==> src/rtl/bpu_update_gen_if.sv <==
// Shared types and the EX-to-BPU-update bus used by bpu_update_gen.
// The master side presents resolved instructions and consumes the update
// bundle; the slave side is the update generator itself.

`ifndef _LPHT_ADDR_WIDTH
`define _LPHT_ADDR_WIDTH 8
`endif
`ifndef _PC_RELATIVE
`define _PC_RELATIVE 2'd0
`endif
`ifndef _CALL
`define _CALL 2'd1
`endif
`ifndef _RETURN
`define _RETURN 2'd2
`endif

package bpu_update_gen_pkg;
    localparam int unsigned LphtW = `_LPHT_ADDR_WIDTH;

    typedef struct packed {
        logic             fsc;
        logic             taken;
        logic [29:0]      npc;
        logic [1:0]       lphr;
        logic [LphtW-1:0] lphr_index;
    } bpu_predict_t;

    typedef struct packed {
        logic             flush;
        logic [29:0]      br_target;
        logic [29:0]      pc;
        logic [1:0]       br_type;
        logic             br_taken;
        logic             btb_update;
        logic             lpht_update;
        logic [1:0]       lphr;
        logic [LphtW-1:0] lphr_index;
    } bpu_update_t;
endpackage

interface bpu_update_gen_if;
    import bpu_update_gen_pkg::*;

    logic         stall_i;
    logic         flush_i;
    logic         valid_i;
    logic [29:0]  pc_i;
    bpu_predict_t predict_i;
    logic         is_branch_i;
    logic [1:0]   br_type_i;
    logic         br_taken_i;
    logic [29:0]  br_target_i;
    bpu_update_t  update_o;
    logic         mispredict_o;
    logic [31:0]  perf_br_cnt_o;
    logic [31:0]  perf_mis_cnt_o;

    modport master (
        output stall_i, flush_i, valid_i, pc_i, predict_i, is_branch_i, br_type_i,
               br_taken_i, br_target_i,
        input  update_o, mispredict_o, perf_br_cnt_o, perf_mis_cnt_o
    );

    modport slave (
        input  stall_i, flush_i, valid_i, pc_i, predict_i, is_branch_i, br_type_i,
               br_taken_i, br_target_i,
        output update_o, mispredict_o, perf_br_cnt_o, perf_mis_cnt_o
    );
endinterface

==> src/rtl/bpu_update_gen.sv <==
// bpu_update_gen: turns resolved EX-stage branches into the BPU update bundle.
// Detects mispredictions, raises a one-cycle flush with the correct target,
// produces BTB/LPHT training writes and discards wrong-path resolutions while
// waiting for the redirected stream (bounded by SHADOW_MAX cycles).
// Optional performance counters are enabled by defining BPU_UPD_PERF_EN.

`ifndef _LPHT_ADDR_WIDTH
`define _LPHT_ADDR_WIDTH 8
`endif
`ifndef _PC_RELATIVE
`define _PC_RELATIVE 2'd0
`endif

module bpu_update_gen #(
    parameter int unsigned LPHT_W     = `_LPHT_ADDR_WIDTH,
    parameter int unsigned SHADOW_MAX = 15
) (
    input logic            clk,
    input logic            rst_n,
    bpu_update_gen_if.slave bus
);

    localparam int unsigned CntW = $clog2(SHADOW_MAX + 1);
    localparam logic [CntW-1:0] CntMax = CntW'(SHADOW_MAX);

    typedef enum logic [0:0] {StRun, StShadow} state_e;

    state_e            state_q, state_d;
    logic [CntW-1:0]   cnt_q, cnt_d;
    logic [29:0]       shadow_tgt_q, shadow_tgt_d;

    logic              hit;
    logic              acc;
    logic              mis;
    logic [29:0]       act_npc;

    // Registered update bundle, kept as separate flops and packed on output.
    logic              flush_q;
    logic [29:0]       br_target_q;
    logic [29:0]       pc_q;
    logic [1:0]        br_type_q;
    logic              br_taken_q;
    logic              btb_update_q;
    logic              lpht_update_q;
    logic [1:0]        lphr_q;
    logic [LPHT_W-1:0] lphr_index_q;

    // Prediction metadata fields that training does not consume.
    logic              unused_pred;
    assign unused_pred = bus.predict_i.fsc ^ bus.predict_i.taken;

    // Two-bit saturating counter step.
    function automatic logic [1:0] sat2(input logic [1:0] cur, input logic taken);
        if (taken) begin
            return (cur == 2'b11) ? cur : cur + 2'd1;
        end
        return (cur == 2'b00) ? cur : cur - 2'd1;
    endfunction

    assign hit     = (state_q == StShadow) && (bus.pc_i == shadow_tgt_q);
    assign acc     = bus.valid_i && !bus.stall_i && !bus.flush_i &&
                     ((state_q == StRun) || hit);
    assign act_npc = (bus.is_branch_i && bus.br_taken_i) ? bus.br_target_i
                                                          : bus.pc_i + 30'd1;
    assign mis     = bus.is_branch_i && (act_npc != bus.predict_i.npc);

    // Next state: flush wins, then a fresh mispredict, then shadow hit/timeout.
    always_comb begin
        state_d      = state_q;
        cnt_d        = cnt_q;
        shadow_tgt_d = shadow_tgt_q;
        if (bus.flush_i) begin
            state_d = StRun;
            cnt_d   = '0;
        end else if (acc && mis) begin
            state_d      = StShadow;
            shadow_tgt_d = act_npc;
            cnt_d        = '0;
        end else begin
            unique case (state_q)
                StRun: begin
                    state_d = StRun;
                end
                StShadow: begin
                    if (acc) begin
                        state_d = StRun;
                    end else if (cnt_q == CntMax) begin
                        // Timeout: give up waiting; this cycle's input is dropped.
                        state_d = StRun;
                    end else if (!bus.stall_i) begin
                        cnt_d = cnt_q + 1'b1;
                    end
                end
                default: begin
                    state_d = StRun;
                end
            endcase
        end
    end

    // FSM, shadow counter and redirect target registers.
    always_ff @(posedge clk or negedge rst_n) begin
        if (!rst_n) begin
            state_q      <= StRun;
            cnt_q        <= '0;
            shadow_tgt_q <= '0;
        end else begin
            state_q      <= state_d;
            cnt_q        <= cnt_d;
            shadow_tgt_q <= shadow_tgt_d;
        end
    end

    // Update bundle: strobes pulse only after an accept, data holds otherwise.
    always_ff @(posedge clk or negedge rst_n) begin
        if (!rst_n) begin
            flush_q       <= 1'b0;
            br_target_q   <= '0;
            pc_q          <= '0;
            br_type_q     <= '0;
            br_taken_q    <= 1'b0;
            btb_update_q  <= 1'b0;
            lpht_update_q <= 1'b0;
            lphr_q        <= '0;
            lphr_index_q  <= '0;
        end else begin
            flush_q       <= acc && mis;
            btb_update_q  <= acc && bus.is_branch_i && bus.br_taken_i && mis;
            lpht_update_q <= acc && bus.is_branch_i && (bus.br_type_i == `_PC_RELATIVE);
            if (acc) begin
                br_target_q  <= act_npc;
                pc_q         <= bus.pc_i;
                br_type_q    <= bus.br_type_i;
                br_taken_q   <= bus.br_taken_i;
                lphr_q       <= sat2(bus.predict_i.lphr, bus.br_taken_i);
                lphr_index_q <= bus.predict_i.lphr_index;
            end
        end
    end

    assign bus.update_o     = {flush_q, br_target_q, pc_q, br_type_q, br_taken_q,
                               btb_update_q, lpht_update_q, lphr_q, lphr_index_q};
    assign bus.mispredict_o = flush_q;

`ifdef BPU_UPD_PERF_EN
    logic [31:0] perf_br_q;
    logic [31:0] perf_mis_q;

    // Event counters; deliberately untouched by the backend flush.
    always_ff @(posedge clk or negedge rst_n) begin
        if (!rst_n) begin
            perf_br_q  <= '0;
            perf_mis_q <= '0;
        end else begin
            if (acc && bus.is_branch_i) begin
                perf_br_q <= perf_br_q + 32'd1;
            end
            if (acc && mis) begin
                perf_mis_q <= perf_mis_q + 32'd1;
            end
        end
    end

    assign bus.perf_br_cnt_o  = perf_br_q;
    assign bus.perf_mis_cnt_o = perf_mis_q;
`else
    assign bus.perf_br_cnt_o  = '0;
    assign bus.perf_mis_cnt_o = '0;
`endif

endmodule
==> src/flat_wrapper.sv <==
// flat-port wrapper written by rule: the top's interface ports become plain ports
module bpu_update_gen_flat 
#(
    parameter int unsigned LPHT_W     = `_LPHT_ADDR_WIDTH,
    parameter int unsigned SHADOW_MAX = 15
)
  (clk, rst_n, bus_stall_i, bus_flush_i, bus_valid_i, bus_pc_i, bus_predict_i, bus_is_branch_i, bus_br_type_i, bus_br_taken_i, bus_br_target_i, bus_update_o, bus_mispredict_o, bus_perf_br_cnt_o, bus_perf_mis_cnt_o);
  bpu_update_gen_if bus_i ();
  input logic clk;
  input logic rst_n;
  input wire logic [$bits(bus_i.stall_i)-1:0] bus_stall_i;
  input wire logic [$bits(bus_i.flush_i)-1:0] bus_flush_i;
  input wire logic [$bits(bus_i.valid_i)-1:0] bus_valid_i;
  input wire logic [$bits(bus_i.pc_i)-1:0] bus_pc_i;
  input wire logic [$bits(bus_i.predict_i)-1:0] bus_predict_i;
  input wire logic [$bits(bus_i.is_branch_i)-1:0] bus_is_branch_i;
  input wire logic [$bits(bus_i.br_type_i)-1:0] bus_br_type_i;
  input wire logic [$bits(bus_i.br_taken_i)-1:0] bus_br_taken_i;
  input wire logic [$bits(bus_i.br_target_i)-1:0] bus_br_target_i;
  output wire logic [$bits(bus_i.update_o)-1:0] bus_update_o;
  output wire logic [$bits(bus_i.mispredict_o)-1:0] bus_mispredict_o;
  output wire logic [$bits(bus_i.perf_br_cnt_o)-1:0] bus_perf_br_cnt_o;
  output wire logic [$bits(bus_i.perf_mis_cnt_o)-1:0] bus_perf_mis_cnt_o;
  assign bus_i.stall_i = bus_stall_i;
  assign bus_i.flush_i = bus_flush_i;
  assign bus_i.valid_i = bus_valid_i;
  assign bus_i.pc_i = bus_pc_i;
  assign bus_i.predict_i = bus_predict_i;
  assign bus_i.is_branch_i = bus_is_branch_i;
  assign bus_i.br_type_i = bus_br_type_i;
  assign bus_i.br_taken_i = bus_br_taken_i;
  assign bus_i.br_target_i = bus_br_target_i;
  assign bus_update_o = bus_i.update_o;
  assign bus_mispredict_o = bus_i.mispredict_o;
  assign bus_perf_br_cnt_o = bus_i.perf_br_cnt_o;
  assign bus_perf_mis_cnt_o = bus_i.perf_mis_cnt_o;
  bpu_update_gen #(.LPHT_W(LPHT_W), .SHADOW_MAX(SHADOW_MAX)) u_core (.clk(clk), .rst_n(rst_n), .bus(bus_i));
endmodule
==> config.mk <==
export PLATFORM = sky130hd
export DESIGN_NAME = bpu_update_gen_flat
export DESIGN_NICKNAME = d
export VERILOG_FILES = /design/src/rtl/bpu_update_gen_if.sv /design/src/rtl/bpu_update_gen.sv /design/src/flat_wrapper.sv
export SDC_FILE = /design/constraint.sdc
export NUM_CORES = 1
export LEC_CHECK = 0
export CAP_MARGIN = 20
export CORE_MARGIN = 2
export CORE_UTILIZATION = 42
export DETAILED_ROUTE_END_ITERATION = 6
export PLACE_DENSITY = 0.89
export SLEW_MARGIN = 25
export SYNTH_ARGS = -nofsm -noshare
export SYNTH_HDL_FRONTEND = slang
export SYNTH_SLANG_ARGS = --single-unit
==> constraint.sdc <==
create_clock -name clk -period 2.3 [get_ports clk]
set_input_delay 0.575 -clock clk [delete_from_list [all_inputs] [get_ports clk]]
set_output_delay 0.575 -clock clk [all_outputs]
set_load 0.01 [all_outputs]
==> results.md, run 1 <==
- Run status: complete, but fails checks
- Failing checks: setup timing
- Area of the multi-input gates: around 0.0045 mm²
- Setup slack after layout: -1140 ps
- Mapped cell area: about 0.0072 mm²
- RSZ-0062 raised after global routing: yes
- Clock Latency Late Sink: 370 ps
- Asr flop ratio synth: 100%
- Adder-cell share of the synthesized area: less than 1%
- Tmin final: between 3000 and 4000 ps
- DIE WIDTH: between 100 and 150 µm
- Max Slew Vio Count: 0
- Seq cells post-synth: 111
- Share of post-route cells with drive strength above 1: about two fifths
- Critical path capture point type: flop
- Detailed-route DRC error count: 0
- Final Setup Violations: between 100 and 150
- Hold Worst Slack: ~190 ps
- Clock Sinks: 111
- Post-Route WL: around 29 mm
- Yosys warnings: 0
- Critical Path RT: ~2600 ps
- Final hold violations: 0
- Max clock buf depth: 2
- DR vias: just over 7000
- RePlAce Congestion: between 1 and 1.5
- Initial antenna violation count: 0
- Final core utilization: 71.4%
- Max Freq: about 290 MHz
- Setup Skew: between 10 and 15 ps
- Gr ovfl total: 0
- Post-synthesis sequential area ratio: about two fifths
- Worst Path Max Fanout: 6
- Antenna Violating Nets Remaining: 0
- Final period util: 149%
- Sequential cell area: ~0.0028 mm²
- Area grow syn2layout: 64.9%
- Measured slew at the worst slew-check pin: roughly 620 ps
- CP startpoint kind: primary input
- Setup tns final: -68080 ps
- Total global-route track usage: around 31%
- First-pass GRT wire length: ~42 mm
- Largest family of logic cells by synthesized area: multiplexers
- WL/cell: roughly 22 µm
- Die height: between 100 and 150 µm
- Most common flop cell mapped by yosys: dfrtp_1
- Buffers added on ports: around 190
- Vias/cell: around 5.4
- Peak VDD IR: 0.404 mV
- Final net count: 1191
- # Max-Cap Violations: 0
- Most frequent cells in the layout: 170 x buf_4, 129 x clkdlybuf4s50_1, 109 x dfrtp_1
- N_diodes: 0
- Commonest non-fill, non-tap cell in the layout: buf_4
- Clock Tree Root: clkbuf_16
- CTS tree: built
- Largest net degree at the start of global routing: 39
- Worst-path clk slew: ~80 ps
- Cts hold-fix bufs: 0
- Post-DP HPWL: around 20 mm
- Final Power: between 7 and 8 mW
- Post-synth EDFFs: 0
- Synth Area in XOR/XNOR: a little over a tenth
- Relative slew slack: between 50% and 60%
- Die area: 0.0183 mm²
- Compound-Gate Fraction of Synth Area: under 10%
- H-tree depth: 3
- HP Class: primary input to asynchronous set/reset pin
- CP Class: primary input to flop
- Mapped Cells: between 700 and 800
- Number of distinct library cells after synthesis: 64
- Post-synthesis simple-gate area fraction: 13.4%
- Number of global-route vias before repair: 7157
- Pre-CTS setup slack: -1900 ps
- Syn avg cell area: approximately 10 µm²
- Crit path arrival time: between 3000 and 4000 ps
- Multiplexer area fraction after synthesis: 16.7%
- Cell Rows: 47
- I/O pin total: between 200 and 300
- Fill cell count: ~1200
- Drt pass-1 iters: 6
- Power per Cell Area: 591 mW/mm²
- DRT iter0 DRCs: 740
- Lkg Pwr: around 5.3 nW
- Core area: roughly 0.017 mm²
- Initial Utilization: between 40% and 50%
- Cts bufs inserted: 9
[stage by stage]
stage | std cells | cell area [µm²]
floorplan | 772 | 7710
global placement | 1238 | 10300
detailed placement | 1238 | 10300
CTS | 1297 | 11700
global route | 1303 | 11900
finish | 1303 | 11900
[Yosys cell counts (2+ instances only)]
| master | number | area, µm² |
|---|---|---|
| a221o_1 | 3 | 30.0 |
| nor4_4 | 2 | 42.5 |
| clkbuf_1 | 33 | 124 |
| mux2_2 | 75 | 845 |
| xor2_1 | 53 | 464 |
| o311a_1 | 2 | 20.0 |
| dfrtp_1 | 111 | 2780 |
| nand3b_1 | 3 | 22.5 |
| o31a_1 | 2 | 17.5 |
| buf_6 | 3 | 33.8 |
| and2_1 | 5 | 31.3 |
| a22oi_1 | 3 | 22.5 |
| inv_1 | 20 | 75.1 |
| a31oi_1 | 6 | 37.5 |
| o211ai_1 | 3 | 22.5 |
| buf_2 | 7 | 35.0 |
| nor4_1 | 11 | 68.8 |
| nand2b_1 | 8 | 50.1 |
| and3_1 | 8 | 50.1 |
| xnor2_1 | 33 | 289 |
| buf_4 | 68 | 510 |
| o41ai_1 | 3 | 26.3 |
| nor2b_1 | 4 | 25.0 |
| a2111oi_0 | 3 | 26.3 |
| nor2_1 | 26 | 97.6 |
| nor3_1 | 7 | 35.0 |
| mux2i_1 | 2 | 20.0 |
| a21oi_1 | 22 | 110 |
| mux2_4 | 23 | 345 |
| or3_1 | 6 | 37.5 |
| nand4_1 | 17 | 106 |
| nor3_2 | 2 | 20.0 |
| nand3_1 | 24 | 120 |
| o21ai_0 | 38 | 190 |
| o311ai_0 | 2 | 17.5 |
| ha_1 | 2 | 25.0 |
| o31ai_1 | 2 | 15.0 |
| o2111ai_1 | 2 | 17.5 |
| nand2_1 | 38 | 143 |
| o22ai_1 | 3 | 18.8 |
[per-layer routing]
metal	routed length [µm]	track usage, %
met2	13800	50.3
met1	11800	41.9
met3	2500	6.43
met4	918	11.7
met5	0	0
[power by group]
part           switching (mW)  internal, mW  total [mW]
Combinational            1.16          1.54        2.70
Clock                   0.823         0.873        1.70
Sequential              0.295          2.36        2.65
[cells by family (layout without fill, tap and decap cells)]
| group | count (synthesis) | count (layout) |
|---|---|---|
| AOI/OAI and AO/OA | 105 | 105 |
| xor gates and xnor gates | 86 | 86 |
| adders and majority gates | 3 | 3 |
| buffers and inverters | 132 | 443 |
| DFF | 111 | 111 |
| muxes | 100 | 100 |
| other | 1 | 64 |
| and+or+nand+nor | 171 | 171 |
[what timing repair did]
item | in CTS | in global routing
pin swaps | 38 | 18
resized for setup | 247 | 58
buffers inserted | 31 | 10
endpoints found under the setup margin | 111 | 111
gates cloned | 14 | 1
[cell type report]
type                    instances  area share [%]
clock inverters                 7           0.703
inverters                      21           0.682
multi-input cells             529            37.4
clock buffers                   9            1.89
repair buffers                406            33.7
flip-flops and latches        111            23.3
well taps                     220            2.31
[worst max-delay path: stages]
cell and delay [ps]:
dlygate4sd2_1 260, buf_4 150, and2_4 130, buf_6 130
buf_4 150, a21oi_2 240, a221o_1 230, o211ai_1 140
nand4b_4 200, a2111oi_4 330, nand4_2 150, o31ai_4 320
inv_4 80, buf_12 150, buf_12 140, mux2_4 290
[state kept, by name, summed over array words and instances, names as in the netlist]
signal,count
u_core.cnt_q,4
u_core.btb_update_q,1
u_core.br_taken_q,1
u_core.lphr_index_q,8
u_core.lphr_q,2
u_core.shadow_tgt_q,30
u_core.pc_q,30
u_core.lpht_update_q,1
u_core.br_target_q,30
u_core.state_q,1
u_core.bus.mispredict_o,1
u_core.br_type_q,2
[path summary, 6_finish.rpt]
check	startpoint	end	slack [ps]	cells past startpoint
max	bus_is_branch_i	u_core.shadow_tgt_q[9]	-1140	16
min	rst_n	u_core.pc_q[15]	190	1
max reg2reg	u_core.shadow_tgt_q[16]	u_core.shadow_tgt_q[29]	-580	14
min reg2reg	u_core.pc_q[0]	u_core.pc_q[0]	490	2
max in group asynchronous	rst_n	u_core.pc_q[17]	1530	2
min in group clk	bus_pc_i[16]	u_core.pc_q[16]	440	2
No activity file was read; power rests on OpenSTA's default activity.
==> inputs of run 2 (changes only) <==
--- a/config.mk
+++ b/config.mk
@@ -5,6 +5,7 @@
 export SDC_FILE = /design/constraint.sdc
 export NUM_CORES = 1
 export LEC_CHECK = 0
+export ABC_CLOCK_PERIOD_IN_PS = 2300
 export CAP_MARGIN = 20
 export CORE_MARGIN = 2
 export CORE_UTILIZATION = 42
==> results of run 2 <==
Same layout as run 1: the final DEF is identical, and so are final timing and power.
